<file path="config.mk">
export PLATFORM = sky130hd
export DESIGN_NAME = arm_pipelined_execute_control_flat
export DESIGN_NICKNAME = d
export VERILOG_FILES = /design/src/rtl/arm_pipelined_execute_control_if.sv /design/src/rtl/arm_pipelined_execute_control.sv /design/src/flat_wrapper.sv
export SDC_FILE = /design/constraint.sdc
export NUM_CORES = 1
export LEC_CHECK = 0
export CORE_MARGIN = 2
export CORE_UTILIZATION = 35
export CTS_BUF_LIST = sky130_fd_sc_hd__clkbuf_2
export CTS_CLUSTER_DIAMETER = 50
export DETAILED_ROUTE_END_ITERATION = 10
export GPL_TIMING_DRIVEN = 0
export HOLD_SLACK_MARGIN = 0.15
export PLACE_DENSITY = 0.69
export SETUP_SLACK_MARGIN = 0.5
export SLEW_MARGIN = 20
export SYNTH_ARGS = -nofsm -noshare
export SYNTH_HDL_FRONTEND = slang
export SYNTH_SLANG_ARGS = --single-unit
</file>
<file path="constraint.sdc">
create_clock -name i_CLK -period 2.6 [get_ports i_CLK]
set_input_delay 0.65 -clock i_CLK [delete_from_list [all_inputs] [get_ports i_CLK]]
set_output_delay 0.65 -clock i_CLK [all_outputs]
set_load 0.1 [all_outputs]
</file>
<file path="src/rtl/arm_pipelined_execute_control_if.sv">
// Decode-to-Execute control bundle: decoder/hazard-side inputs and the
// Execute-stage control, address and flag outputs of the ID/EX stage.
interface arm_pipelined_execute_control_if #(
  parameter int FlagsWidth = 4
);
  logic                  i_Flush_Execute;
  logic [3:0]            i_Cond_Decode;
  logic                  i_PCS_Decode;
  logic                  i_Reg_Write_Decode;
  logic                  i_Mem_Write_Decode;
  logic                  i_Mem_To_Reg_Decode;
  logic                  i_Branch_Decode;
  logic                  i_ALU_Src_Decode;
  logic [1:0]            i_ALU_Control_Decode;
  logic [1:0]            i_Flag_Write_Decode;
  logic [3:0]            i_WA3_Decode;
  logic [3:0]            i_RA1_Decode;
  logic [3:0]            i_RA2_Decode;
  logic [FlagsWidth-1:0] i_ALU_Flags;

  logic                  o_Valid_Execute;
  logic                  o_Cond_Ex;
  logic                  o_PC_Src_Execute;
  logic                  o_Reg_Write_Execute;
  logic                  o_Mem_Write_Execute;
  logic                  o_Branch_Taken_Execute;
  logic                  o_Mem_To_Reg_Execute;
  logic                  o_ALU_Src_Execute;
  logic [1:0]            o_ALU_Control_Execute;
  logic [3:0]            o_WA3_Execute;
  logic [3:0]            o_RA1_Execute;
  logic [3:0]            o_RA2_Execute;
  logic [FlagsWidth-1:0] o_Flags;

  modport master (
    output i_Flush_Execute, i_Cond_Decode, i_PCS_Decode, i_Reg_Write_Decode,
           i_Mem_Write_Decode, i_Mem_To_Reg_Decode, i_Branch_Decode,
           i_ALU_Src_Decode, i_ALU_Control_Decode, i_Flag_Write_Decode,
           i_WA3_Decode, i_RA1_Decode, i_RA2_Decode, i_ALU_Flags,
    input  o_Valid_Execute, o_Cond_Ex, o_PC_Src_Execute, o_Reg_Write_Execute,
           o_Mem_Write_Execute, o_Branch_Taken_Execute, o_Mem_To_Reg_Execute,
           o_ALU_Src_Execute, o_ALU_Control_Execute, o_WA3_Execute,
           o_RA1_Execute, o_RA2_Execute, o_Flags
  );

  modport slave (
    input  i_Flush_Execute, i_Cond_Decode, i_PCS_Decode, i_Reg_Write_Decode,
           i_Mem_Write_Decode, i_Mem_To_Reg_Decode, i_Branch_Decode,
           i_ALU_Src_Decode, i_ALU_Control_Decode, i_Flag_Write_Decode,
           i_WA3_Decode, i_RA1_Decode, i_RA2_Decode, i_ALU_Flags,
    output o_Valid_Execute, o_Cond_Ex, o_PC_Src_Execute, o_Reg_Write_Execute,
           o_Mem_Write_Execute, o_Branch_Taken_Execute, o_Mem_To_Reg_Execute,
           o_ALU_Src_Execute, o_ALU_Control_Execute, o_WA3_Execute,
           o_RA1_Execute, o_RA2_Execute, o_Flags
  );
endinterface

</file>
<file path="src/rtl/arm_pipelined_execute_control.sv">
// ID/EX pipeline register for control and register-address fields, with the
// NZCV flags register and ARM condition evaluation gating Execute enables.
module arm_pipelined_execute_control #(
  parameter int FlagsWidth = 4
) (
  input logic                             i_CLK,
  input logic                             i_RESET,
  arm_pipelined_execute_control_if.slave  bus
);

  typedef struct packed {
    logic       valid;
    logic [3:0] cond;
    logic       pcs;
    logic       reg_write;
    logic       mem_write;
    logic       mem_to_reg;
    logic       branch;
    logic       alu_src;
    logic [1:0] alu_control;
    logic [1:0] flag_write;
    logic [3:0] wa3;
    logic [3:0] ra1;
    logic [3:0] ra2;
  } idex_t;

  localparam idex_t BUBBLE = '{
    valid: 1'b0, cond: 4'h0, pcs: 1'b0, reg_write: 1'b0, mem_write: 1'b0,
    mem_to_reg: 1'b0, branch: 1'b0, alu_src: 1'b0, alu_control: 2'b00,
    flag_write: 2'b00, wa3: 4'h0, ra1: 4'h0, ra2: 4'h0
  };

  idex_t                 idex_q;
  idex_t                 idex_d;
  logic [FlagsWidth-1:0] flags_q;
  logic [FlagsWidth-1:0] flags_d;
  logic                  cond_ex_s;

  // nzcv is ordered N=3, Z=2, C=1, V=0
  function automatic logic cond_pass(input logic [3:0] cond, input logic [3:0] nzcv);
    logic n, z, c, v;
    n = nzcv[3];
    z = nzcv[2];
    c = nzcv[1];
    v = nzcv[0];
    case (cond)
      4'h0:    cond_pass = z;
      4'h1:    cond_pass = ~z;
      4'h2:    cond_pass = c;
      4'h3:    cond_pass = ~c;
      4'h4:    cond_pass = n;
      4'h5:    cond_pass = ~n;
      4'h6:    cond_pass = v;
      4'h7:    cond_pass = ~v;
      4'h8:    cond_pass = c & ~z;
      4'h9:    cond_pass = ~c | z;
      4'hA:    cond_pass = (n == v);
      4'hB:    cond_pass = (n != v);
      4'hC:    cond_pass = ~z & (n == v);
      4'hD:    cond_pass = z | (n != v);
      4'hE:    cond_pass = 1'b1;
      4'hF:    cond_pass = 1'b0;
      default: cond_pass = 1'b0;
    endcase
  endfunction

  // Condition is judged against flags before this instruction's own update
  always_comb begin
    cond_ex_s = idex_q.valid & cond_pass(idex_q.cond, flags_q[3:0]);
  end

  // Next ID/EX contents: bubble on flush, otherwise the Decode word
  always_comb begin
    idex_d = BUBBLE;
    if (bus.i_Flush_Execute) begin
      idex_d = BUBBLE;
    end else begin
      idex_d.valid       = 1'b1;
      idex_d.cond        = bus.i_Cond_Decode;
      idex_d.pcs         = bus.i_PCS_Decode;
      idex_d.reg_write   = bus.i_Reg_Write_Decode;
      idex_d.mem_write   = bus.i_Mem_Write_Decode;
      idex_d.mem_to_reg  = bus.i_Mem_To_Reg_Decode;
      idex_d.branch      = bus.i_Branch_Decode;
      idex_d.alu_src     = bus.i_ALU_Src_Decode;
      idex_d.alu_control = bus.i_ALU_Control_Decode;
      idex_d.flag_write  = bus.i_Flag_Write_Decode;
      idex_d.wa3         = bus.i_WA3_Decode;
      idex_d.ra1         = bus.i_RA1_Decode;
      idex_d.ra2         = bus.i_RA2_Decode;
    end
  end

  // Next flags: NZ and CV halves update independently, only when the condition passes
  always_comb begin
    flags_d = flags_q;
    if (cond_ex_s && idex_q.flag_write[1]) begin
      flags_d[3:2] = bus.i_ALU_Flags[3:2];
    end else begin
      flags_d[3:2] = flags_q[3:2];
    end
    if (cond_ex_s && idex_q.flag_write[0]) begin
      flags_d[1:0] = bus.i_ALU_Flags[1:0];
    end else begin
      flags_d[1:0] = flags_q[1:0];
    end
  end

  // State update; reset wins over flush and flag writes
  always_ff @(posedge i_CLK) begin
    if (i_RESET) begin
      idex_q  <= BUBBLE;
      flags_q <= {FlagsWidth{1'b0}};
    end else begin
      idex_q  <= idex_d;
      flags_q <= flags_d;
    end
  end

  // Execute-stage outputs from registered state
  always_comb begin
    bus.o_Valid_Execute        = idex_q.valid;
    bus.o_Cond_Ex              = cond_ex_s;
    bus.o_PC_Src_Execute       = idex_q.pcs & cond_ex_s;
    bus.o_Reg_Write_Execute    = idex_q.reg_write & cond_ex_s;
    bus.o_Mem_Write_Execute    = idex_q.mem_write & cond_ex_s;
    bus.o_Branch_Taken_Execute = idex_q.branch & cond_ex_s;
    bus.o_Mem_To_Reg_Execute   = idex_q.mem_to_reg;
    bus.o_ALU_Src_Execute      = idex_q.alu_src;
    bus.o_ALU_Control_Execute  = idex_q.alu_control;
    bus.o_WA3_Execute          = idex_q.wa3;
    bus.o_RA1_Execute          = idex_q.ra1;
    bus.o_RA2_Execute          = idex_q.ra2;
    bus.o_Flags                = flags_q;
  end

endmodule

</file>
<file path="src/flat_wrapper.sv">
// flat-port wrapper written by rule: the top's interface ports become plain ports
module arm_pipelined_execute_control_flat 
#(
  parameter int FlagsWidth = 4
)
  (i_CLK, i_RESET, bus_i_Flush_Execute, bus_i_Cond_Decode, bus_i_PCS_Decode, bus_i_Reg_Write_Decode, bus_i_Mem_Write_Decode, bus_i_Mem_To_Reg_Decode, bus_i_Branch_Decode, bus_i_ALU_Src_Decode, bus_i_ALU_Control_Decode, bus_i_Flag_Write_Decode, bus_i_WA3_Decode, bus_i_RA1_Decode, bus_i_RA2_Decode, bus_i_ALU_Flags, bus_o_Valid_Execute, bus_o_Cond_Ex, bus_o_PC_Src_Execute, bus_o_Reg_Write_Execute, bus_o_Mem_Write_Execute, bus_o_Branch_Taken_Execute, bus_o_Mem_To_Reg_Execute, bus_o_ALU_Src_Execute, bus_o_ALU_Control_Execute, bus_o_WA3_Execute, bus_o_RA1_Execute, bus_o_RA2_Execute, bus_o_Flags);
  arm_pipelined_execute_control_if #(.FlagsWidth(FlagsWidth)) bus_i ();
  input logic i_CLK;
  input logic i_RESET;
  input wire logic [$bits(bus_i.i_Flush_Execute)-1:0] bus_i_Flush_Execute;
  input wire logic [$bits(bus_i.i_Cond_Decode)-1:0] bus_i_Cond_Decode;
  input wire logic [$bits(bus_i.i_PCS_Decode)-1:0] bus_i_PCS_Decode;
  input wire logic [$bits(bus_i.i_Reg_Write_Decode)-1:0] bus_i_Reg_Write_Decode;
  input wire logic [$bits(bus_i.i_Mem_Write_Decode)-1:0] bus_i_Mem_Write_Decode;
  input wire logic [$bits(bus_i.i_Mem_To_Reg_Decode)-1:0] bus_i_Mem_To_Reg_Decode;
  input wire logic [$bits(bus_i.i_Branch_Decode)-1:0] bus_i_Branch_Decode;
  input wire logic [$bits(bus_i.i_ALU_Src_Decode)-1:0] bus_i_ALU_Src_Decode;
  input wire logic [$bits(bus_i.i_ALU_Control_Decode)-1:0] bus_i_ALU_Control_Decode;
  input wire logic [$bits(bus_i.i_Flag_Write_Decode)-1:0] bus_i_Flag_Write_Decode;
  input wire logic [$bits(bus_i.i_WA3_Decode)-1:0] bus_i_WA3_Decode;
  input wire logic [$bits(bus_i.i_RA1_Decode)-1:0] bus_i_RA1_Decode;
  input wire logic [$bits(bus_i.i_RA2_Decode)-1:0] bus_i_RA2_Decode;
  input wire logic [$bits(bus_i.i_ALU_Flags)-1:0] bus_i_ALU_Flags;
  output wire logic [$bits(bus_i.o_Valid_Execute)-1:0] bus_o_Valid_Execute;
  output wire logic [$bits(bus_i.o_Cond_Ex)-1:0] bus_o_Cond_Ex;
  output wire logic [$bits(bus_i.o_PC_Src_Execute)-1:0] bus_o_PC_Src_Execute;
  output wire logic [$bits(bus_i.o_Reg_Write_Execute)-1:0] bus_o_Reg_Write_Execute;
  output wire logic [$bits(bus_i.o_Mem_Write_Execute)-1:0] bus_o_Mem_Write_Execute;
  output wire logic [$bits(bus_i.o_Branch_Taken_Execute)-1:0] bus_o_Branch_Taken_Execute;
  output wire logic [$bits(bus_i.o_Mem_To_Reg_Execute)-1:0] bus_o_Mem_To_Reg_Execute;
  output wire logic [$bits(bus_i.o_ALU_Src_Execute)-1:0] bus_o_ALU_Src_Execute;
  output wire logic [$bits(bus_i.o_ALU_Control_Execute)-1:0] bus_o_ALU_Control_Execute;
  output wire logic [$bits(bus_i.o_WA3_Execute)-1:0] bus_o_WA3_Execute;
  output wire logic [$bits(bus_i.o_RA1_Execute)-1:0] bus_o_RA1_Execute;
  output wire logic [$bits(bus_i.o_RA2_Execute)-1:0] bus_o_RA2_Execute;
  output wire logic [$bits(bus_i.o_Flags)-1:0] bus_o_Flags;
  assign bus_i.i_Flush_Execute = bus_i_Flush_Execute;
  assign bus_i.i_Cond_Decode = bus_i_Cond_Decode;
  assign bus_i.i_PCS_Decode = bus_i_PCS_Decode;
  assign bus_i.i_Reg_Write_Decode = bus_i_Reg_Write_Decode;
  assign bus_i.i_Mem_Write_Decode = bus_i_Mem_Write_Decode;
  assign bus_i.i_Mem_To_Reg_Decode = bus_i_Mem_To_Reg_Decode;
  assign bus_i.i_Branch_Decode = bus_i_Branch_Decode;
  assign bus_i.i_ALU_Src_Decode = bus_i_ALU_Src_Decode;
  assign bus_i.i_ALU_Control_Decode = bus_i_ALU_Control_Decode;
  assign bus_i.i_Flag_Write_Decode = bus_i_Flag_Write_Decode;
  assign bus_i.i_WA3_Decode = bus_i_WA3_Decode;
  assign bus_i.i_RA1_Decode = bus_i_RA1_Decode;
  assign bus_i.i_RA2_Decode = bus_i_RA2_Decode;
  assign bus_i.i_ALU_Flags = bus_i_ALU_Flags;
  assign bus_o_Valid_Execute = bus_i.o_Valid_Execute;
  assign bus_o_Cond_Ex = bus_i.o_Cond_Ex;
  assign bus_o_PC_Src_Execute = bus_i.o_PC_Src_Execute;
  assign bus_o_Reg_Write_Execute = bus_i.o_Reg_Write_Execute;
  assign bus_o_Mem_Write_Execute = bus_i.o_Mem_Write_Execute;
  assign bus_o_Branch_Taken_Execute = bus_i.o_Branch_Taken_Execute;
  assign bus_o_Mem_To_Reg_Execute = bus_i.o_Mem_To_Reg_Execute;
  assign bus_o_ALU_Src_Execute = bus_i.o_ALU_Src_Execute;
  assign bus_o_ALU_Control_Execute = bus_i.o_ALU_Control_Execute;
  assign bus_o_WA3_Execute = bus_i.o_WA3_Execute;
  assign bus_o_RA1_Execute = bus_i.o_RA1_Execute;
  assign bus_o_RA2_Execute = bus_i.o_RA2_Execute;
  assign bus_o_Flags = bus_i.o_Flags;
  arm_pipelined_execute_control #(.FlagsWidth(FlagsWidth)) u_core (.i_CLK(i_CLK), .i_RESET(i_RESET), .bus(bus_i));
endmodule
</file>
==> metrics, run 1 <==
outcome=complete, but fails checks; failing checks=setup timing; vias=953; FMAX=0.3488 GHz; Worst Path Arrival=2.22 ns; full die area=3848 µm²; Fin Hold WS=0.5236 ns; DP Wirelength=1.900 mm; PortBufs=58; Post-synth EDFFs=0; Inserted Diodes=0; Tmin final=2.867 ns; CTS clk-pin slew, worst paths=0.14 ns; Post-Syn Nets=143; CTS sink cnt=31; # IOs=between 50 and 60; top cell type's share of synthesized area=0.5265; RSZ-0062 raised after global routing=true; CTS tree=yes; ranking of synthesized cells by area=dfxtp_1, and2_1, buf_4; chip width=~62 µm; WP data required=1.95 ns; Worst slew margin=0.6325; Worst Min Path Start=u_core.bus.o_Flags[1]$_SDFFE_PP0P_; remaining global-route overflow=0; synth cell count leaders=dfxtp_1, and2_1, buf_4, nand2b_1, nor2b_1; Worst Reg2Reg Path Length in Cells=6; vias in the first global route=a little under 1000; clock root buffer=clkbuf_2; Avg WL per Cell=11.28 µm; Worst Skew=0.01352 ns; syn_area_per_cell=10.71 µm²; antenna-violating nets left=0; Slew @ Worst Pin=around 0.55 ns; DR WL met2=between 1 and 1.5 mm; sequential share of the synthesized area=0.5265; clk buf depth=2; Initial DRT Pass Iterations=2; largest family of logic cells by synthesized area=simple AND/OR/NAND/NOR gates; GRT Total Usage=0.1515; Hold Vio Cnt, Final=0; # DRC=0; die height=62.03 µm; Min-Delay Path Depth=2; power per cell area=482.8 nW/µm²; Initial DRC Count=16; antenna violations before repair=0; power share of the combinational group=0.197; Skew-Pair Late Insertion Delay=0.36 ns; met3 wire length=203 µm; crit end category=output port; Reg2Reg Setup Slack=0.61 ns; Synth Flop Type=dfxtp_1; top sig layer=met4; final setup violation count=5; Netlist cell types=21; Peak VDD IR=262.6 µV; min-delay worst type=flop to flop; switching power=277.0 µW; Post-Synth Simple-Gate Area=0.2558; # nets final=211; DRT Wirelength=2.537 mm; vias per cell=4.236; Clock Power Share=0.312; pin count of the biggest net entering global routing=11; worst reg2reg startpoint=u_core.idex_q[24]$_SDFF_PP0_; Final WS setup=-0.2669 ns; cts bufs inserted=5; leak pwr=0.0008328 µW; sequential power share=0.492; adder-cell area share of the yosys netlist=0; core area=3284 µm²; top-count cell post-synth=dfxtp_1; Setup Crit Path Kind=flop to output port; hold endpoint=u_core.bus.o_Flags[1]$_SDFFE_PP0P_; post-synth top area cell=dfxtp_1; worst-path maximum fanout=5; fin crit share=1.103; Cell Area, Synth=1179 µm²; Reg2Reg Capture Point=u_core.bus.o_Flags[0]$_SDFFE_PP0P_; yosys warns=0; Slew Limit Fails=0; cell count after synthesis=110; # H-tree levels=2; initial core utilization=0.3589; gp weighted congestion=about 0.64; asr flop ratio synth=0; # rows=21; Net Sw Frac=0.2742; Compound-Gate Fraction of Synth Area=0.04777; Area Overhead vs Synth=77.50%; multiplexer share of the synthesized area=0.05308; maxcap violations=0; Power, Total=1010 µW; #FFs+latches synth=31; global-route wire length before repair=3.960 mm; Int Power=733.1 µW; met1 wire length=849 µm; xor-xnor portion of the synthesized cell area=0.01486; setup tns final=-1.264 ns; crit path launch type=flop; ratio of cells with drive above 1 in the final layout=0.4022
[power by group through the flow]
stage	sequential, µW	clock (µW)	combinational (µW)
after floorplan	522	0	107
after global placement	506	0	193
after detailed placement	508	0	196
after CTS	497	331	200
after global routing	499	351	209
final	497	315	199
[repair_timing]
action / CTS / global route
setup endpoints to repair: 26 / 5
resized for setup: 115 / 1
gates cloned: 0 / 0
buffers inserted: 3 / 0
pin swaps: 3 / 0
endpoints found under the hold margin: 0 / 0
hold buffers: 0 / 0
[how the worst max path moves through the flow]
stage | start | to | depth (start not counted)
floorplan | u_core.bus.o_Flags[0]$_SDFFE_PP0P_ | bus_o_Cond_Ex | 5
global placement | u_core.idex_q[24]$_SDFF_PP0_ | bus_o_Mem_Write_Execute | 6
detailed placement | u_core.idex_q[24]$_SDFF_PP0_ | bus_o_Reg_Write_Execute | 6
CTS | u_core.idex_q[24]$_SDFF_PP0_ | bus_o_Reg_Write_Execute | 7
global route | u_core.idex_q[24]$_SDFF_PP0_ | bus_o_Mem_Write_Execute | 7
finish | u_core.idex_q[24]$_SDFF_PP0_ | bus_o_Reg_Write_Execute | 7
[per-layer routing]
metal | vias up | track usage
li1 | 475 | -
met1 | 440 | 0.1367
met2 | 33 | 0.2842
met3 | 5 | 0.04762
met4 | 0 | 0.1003
met5 | - | 0
[through the flow]
step	area, µm²	util	setup WS [ns]	std cells
floorplan	1247	-	-0.2854	110
global placement	1886	0.5741	-0.9500	214
detailed placement	1886	0.5741	-0.9986	214
CTS	2087	0.6354	-0.3163	225
global route	2092	0.6370	-0.3874	225
finish	2092	0.6370	-0.2669	225
[state kept, by name, summed over array words and instances (netlist names)]
signal and count:
u_core.idex_q 10, u_core.bus.o_Flags 4, u_core.bus.o_RA1_Execute 4, u_core.bus.o_RA2_Execute 4, u_core.bus.o_WA3_Execute 4, u_core.bus.o_ALU_Control_Execute 2
u_core.bus.o_ALU_Src_Execute 1, u_core.bus.o_Mem_To_Reg_Execute 1, u_core.bus.o_Valid_Execute 1
[kinds of logic after synthesis]
logic type,after synthesis
flops,31
simple gates,48
buf+inv,18
mux,5
xor+xnor,2
compound gates,6
[cell type report]
| type | count | area [µm²] |
|---|---|---|
| multi-input cells | 61 | 514.2 |
| repair buffers | 61 | 691.9 |
| flip-flops and latches | 31 | 640.6 |
| fillers | 278 | 1192 |
| plain buffers | 16 | 112.6 |
| inverters | 2 | 11.26 |
| well taps | 46 | 57.56 |
| clock inverters | 3 | 38.79 |
| clock buffers | 5 | 25.02 |
[placed cells by master, fill, tap and decap left out]
master / Yosys / layout
clkinv_1: 0 / 1
nor2b_2: 0 / 1
o311a_1: 1 / 1
clkdlybuf4s50_1: 0 / 32
nand2b_1: 8 / 8
nor2_1: 1 / 1
nand2_1: 3 / 3
bufinv_16: 0 / 1
clkbuf_2: 0 / 5
and2_1: 26 / 26
nor3_1: 1 / 1
nor3b_2: 1 / 1
a211oi_2: 0 / 1
buf_12: 0 / 6
nor3b_1: 2 / 1
dfxtp_4: 0 / 5
a2111oi_2: 0 / 1
clkinvlp_4: 0 / 1
mux4_2: 1 / 1
mux2i_1: 4 / 4
xnor2_2: 0 / 2
nor3b_4: 0 / 1
buf_4: 14 / 16
clkbuf_1: 2 / 2
o31ai_2: 2 / 2
dfxtp_1: 31 / 25
dfxtp_2: 0 / 1
nor3_4: 0 / 1
nor2b_4: 0 / 4
clkdlybuf4s15_2: 0 / 21
o21ai_0: 1 / 1
inv_1: 2 / 1
clkinv_2: 0 / 1
[critical path, stage by stage, from the launching register on]
cell and delay (ns):
dfxtp_4 0.40, mux4_2 0.53, xnor2_2 0.16, nor3b_4 0.24, nor3_4 0.07, buf_12 0.16, nor2b_4 0.12, buf_12 0.18
Note: power is estimated with default switching activity, not from simulation.
==> run 2, diff against run 1 <==
--- a/config.mk
+++ b/config.mk
@@ -5,6 +5,7 @@
 export SDC_FILE = /design/constraint.sdc
 export NUM_CORES = 1
 export LEC_CHECK = 0
+export CORE_ASPECT_RATIO = 1.5
 export CORE_MARGIN = 2
 export CORE_UTILIZATION = 35
 export CTS_BUF_LIST = sky130_fd_sc_hd__clkbuf_2
==> run 2 against run 1 <==
The flow still finishes with violations (setup timing). Die area increased by 0.24%. Sequential share of layout area increased by 0.58 points. Worst hold slack got worse by 0.0081 ns. Critical path depth unchanged. Final cell count decreased by 2.7%. Register-to-register slack improved by 0.02 ns. Combinational power about the same. Global-route usage increased by 0.76 points. Non-clock buffer count unchanged. Sequential cell count unchanged. First-iteration DRC count increased by 6.3%. Count of clock-buffer cells in the layout increased by 2. Critical endpoint unchanged. Largest power group unchanged.
==> metrics, run 2 (synthesized netlist as in run 1, its figures left out) <==
outcome=complete, but fails checks; failing checks=setup timing; crit end category=output port; Slew Limit Fails=0 (unchanged); Inserted Diodes=0 (unchanged); final setup violation count=5 (unchanged); Power, Total=928.4 µW (-8.1%); power per cell area=452.2 nW/µm² (-6.3%); Top reg by flops=u_core.idex_q; clock root buffer=clkbuf_2; Setup Crit Path Kind=flop to output port; Core Util, Final=0.6435 (+0.006577); sequential power share=0.535 (+0.043); clk buf depth=2 (unchanged); min-delay worst type=flop to flop; DRT Wirelength=2.715 mm (+7.0%); Int Power=647.6 µW (-12%); placed insts=208 (-2.8%); Avg WL per Cell=12.40 µm (+9.9%); DP Wirelength=2.056 mm (+8.2%); Peak VDD IR=339.7 µV (+29%); Worst Skew=0.003817 ns (-0.009701 ns); Skew-Pair Late Insertion Delay=0.37 ns (about the same); Worst Path Arrival=2.28 ns (+0.06 ns); Fin Hold WS=0.5155 ns (-0.008129 ns); Clock Power Share=0.252 (-0.060); CP top delay family=multiplexers; Post-CTS Hold Buffers=0 (unchanged); worst reg2reg startpoint=u_core.idex_q[24]$_SDFF_PP0_; Initial DRC Count=17 (+1); crit path launch type=flop; Worst Min Path Start=u_core.idex_q[13]$_SDFF_PP0_; CTS clk-pin slew, worst paths=0.16 ns (+0.02 ns); remaining global-route overflow=0 (unchanged); # rows=25 (+19%); maxcap violations=0 (unchanged); vias in the first global route=1028 (+6.2%); Tmin final=2.934 ns (+0.06677 ns); CTS sink cnt=31 (unchanged); WP data required=1.95 ns (about the same); fin crit share=1.128 (+0.02568); worst-path maximum fanout=5 (unchanged); Area Overhead vs Synth=74.20%; cts bufs inserted=5 (unchanged); core area=3191 µm² (-2.9%); PortBufs=58 (unchanged); full die area=3857 µm² (+0.24%); dpl ws=-1.017 ns (-0.01832 ns); # nets final=211 (unchanged); antenna violations before repair=0 (unchanged); CP max-delay cell=mux4_2; vias=959 (+0.63%); Reg2Reg Setup Slack=0.63 ns (+0.02 ns); FMAX=0.3409 GHz (-2.3%); power share of the combinational group=0.213 (+0.016); Final WS setup=-0.3337 ns (-0.06677 ns); Buf+Inv Stages, Crit Path=2 (unchanged); leak pwr=0.0008244 µW (-1.0%); initial core utilization=0.3694 (+0.01055); die height=75.07 µm (+21%); switching power=280.8 µW (+1.4%); Net Sw Frac=0.3024 (+0.02824); vias per cell=4.379 (+3.4%); global-route wire length before repair=4.409 mm (+11%); GRT Total Usage=0.1591 (+0.007633); ratio of cells with drive above 1 in the final layout=0.3966 (-0.005587); worst setup path startpoint=u_core.idex_q[24]$_SDFF_PP0_; pin count of the biggest net entering global routing=11 (unchanged); antenna-violating nets left=0 (unchanged); CP Cell Sequence=mux4_2 > xnor2_2 > nor3b_4 > nor3_4 > buf_12 > nor2b_4 > buf_12; commonest non-fill, non-tap cells in the layout=clkdlybuf4s50_1, and2_1, dfxtp_1, clkdlybuf4s15_2, buf_4; # H-tree levels=2 (unchanged); max reg flops=10 (unchanged); RSZ-0062 raised after global routing=true; crit-path max cell delay=0.54 ns (about the same); post-route insts no fill=219 (-2.7%); Worst slew margin=0.6307 (-0.001761); Most Frequent Cell on Critical Path=buf_12; CTS tree=yes; most common cell after layout, fill and taps aside=clkdlybuf4s50_1; Slew @ Worst Pin=0.5565 ns (+0.002654 ns); chip width=51.38 µm (-17%); gp weighted congestion=0.6887 (+6.8%); Initial DRT Pass Iterations=4 (+2); Hold Vio Cnt, Final=0 (unchanged); # DRC=0 (unchanged); # IOs=59 (unchanged)
-- run 2: per-layer routing --
metal / part of all wire / track usage / wire length [µm] / up-vias
li1: - / - / - / 474
met4: 0.023 / 0.09649 / 62 / 0
met2: 0.57 / 0.2977 / 1547 / 35
met1: 0.33 / 0.1352 / 901 / 444
met5: 0 / 0 / 0 / -
met3: 0.075 / 0.06944 / 204 / 6
-- run 2: worst reg2reg max path, cell delays in order, from the launching register on --
cell and delay (ns):
dfxtp_4 0.41, mux4_2 0.54, xnor2_2 0.19, nor3b_4 0.08, buf_4 0.15, o31ai_2 0.34
mux2i_1 0.22
-- run 2: power groups by stage --
stage / clock (µW) / combinational [µW] / sequential, µW
floorplan: 0 / 107 / 522
global placement: 0 / 194 / 507
detailed placement: 0 / 197 / 507
CTS: 244 / 199 / 497
global route: 265 / 207 / 499
finish: 234 / 198 / 497
-- run 2: final cells by class --
cell class	instances	area, µm²
clock buffer	7	35.03
clock inverter	1	5.005
fill	260	1137
sequential	31	640.6
buffer	16	112.6
inverter	2	11.26
multi-input combinational	61	506.7
tap	40	50.05
timing repair buffer	61	691.9
-- run 2: repair_timing --
action                                  in CTS  in global routing
endpoints found under the setup margin      26                  8
pin swaps                                    3                  0
resized for setup                          112                  2
setup buffers                                3                  0
-- run 2: worst paths after layout --
check / endpoint / depth (start not counted)
hold reg to reg: u_core.bus.o_Flags[2]$_SDFFE_PP0P_ / 2
hold / removal: u_core.bus.o_Flags[2]$_SDFFE_PP0P_ / 2
setup / recovery: bus_o_Reg_Write_Execute / 7
setup reg to reg: u_core.bus.o_Flags[3]$_SDFFE_PP0P_ / 6
-- run 2: stage by stage --
stage / TNS, ns / instance area, µm²
2_1_floorplan: -1.046 / 1247
3_3_place_gp: -4.832 / 1878
3_5_place_dp: -4.968 / 1878
4_1_cts: -1.574 / 2044
5_1_grt: -2.181 / 2053
6_report: -1.576 / 2053
==> run 3, diff against run 2 <==
--- a/config.mk
+++ b/config.mk
@@ -5,12 +5,14 @@
 export SDC_FILE = /design/constraint.sdc
 export NUM_CORES = 1
 export LEC_CHECK = 0
+export ABC_CLOCK_PERIOD_IN_PS = 2600
 export CORE_ASPECT_RATIO = 1.5
 export CORE_MARGIN = 2
 export CORE_UTILIZATION = 35
 export CTS_BUF_LIST = sky130_fd_sc_hd__clkbuf_2
 export CTS_CLUSTER_DIAMETER = 50
 export DETAILED_ROUTE_END_ITERATION = 10
+export GPL_ROUTABILITY_DRIVEN = 0
 export GPL_TIMING_DRIVEN = 0
 export HOLD_SLACK_MARGIN = 0.15
 export PLACE_DENSITY = 0.69
==> results of run 3 <==
Same layout as run 2: the final DEF is identical, and so are final timing and power.
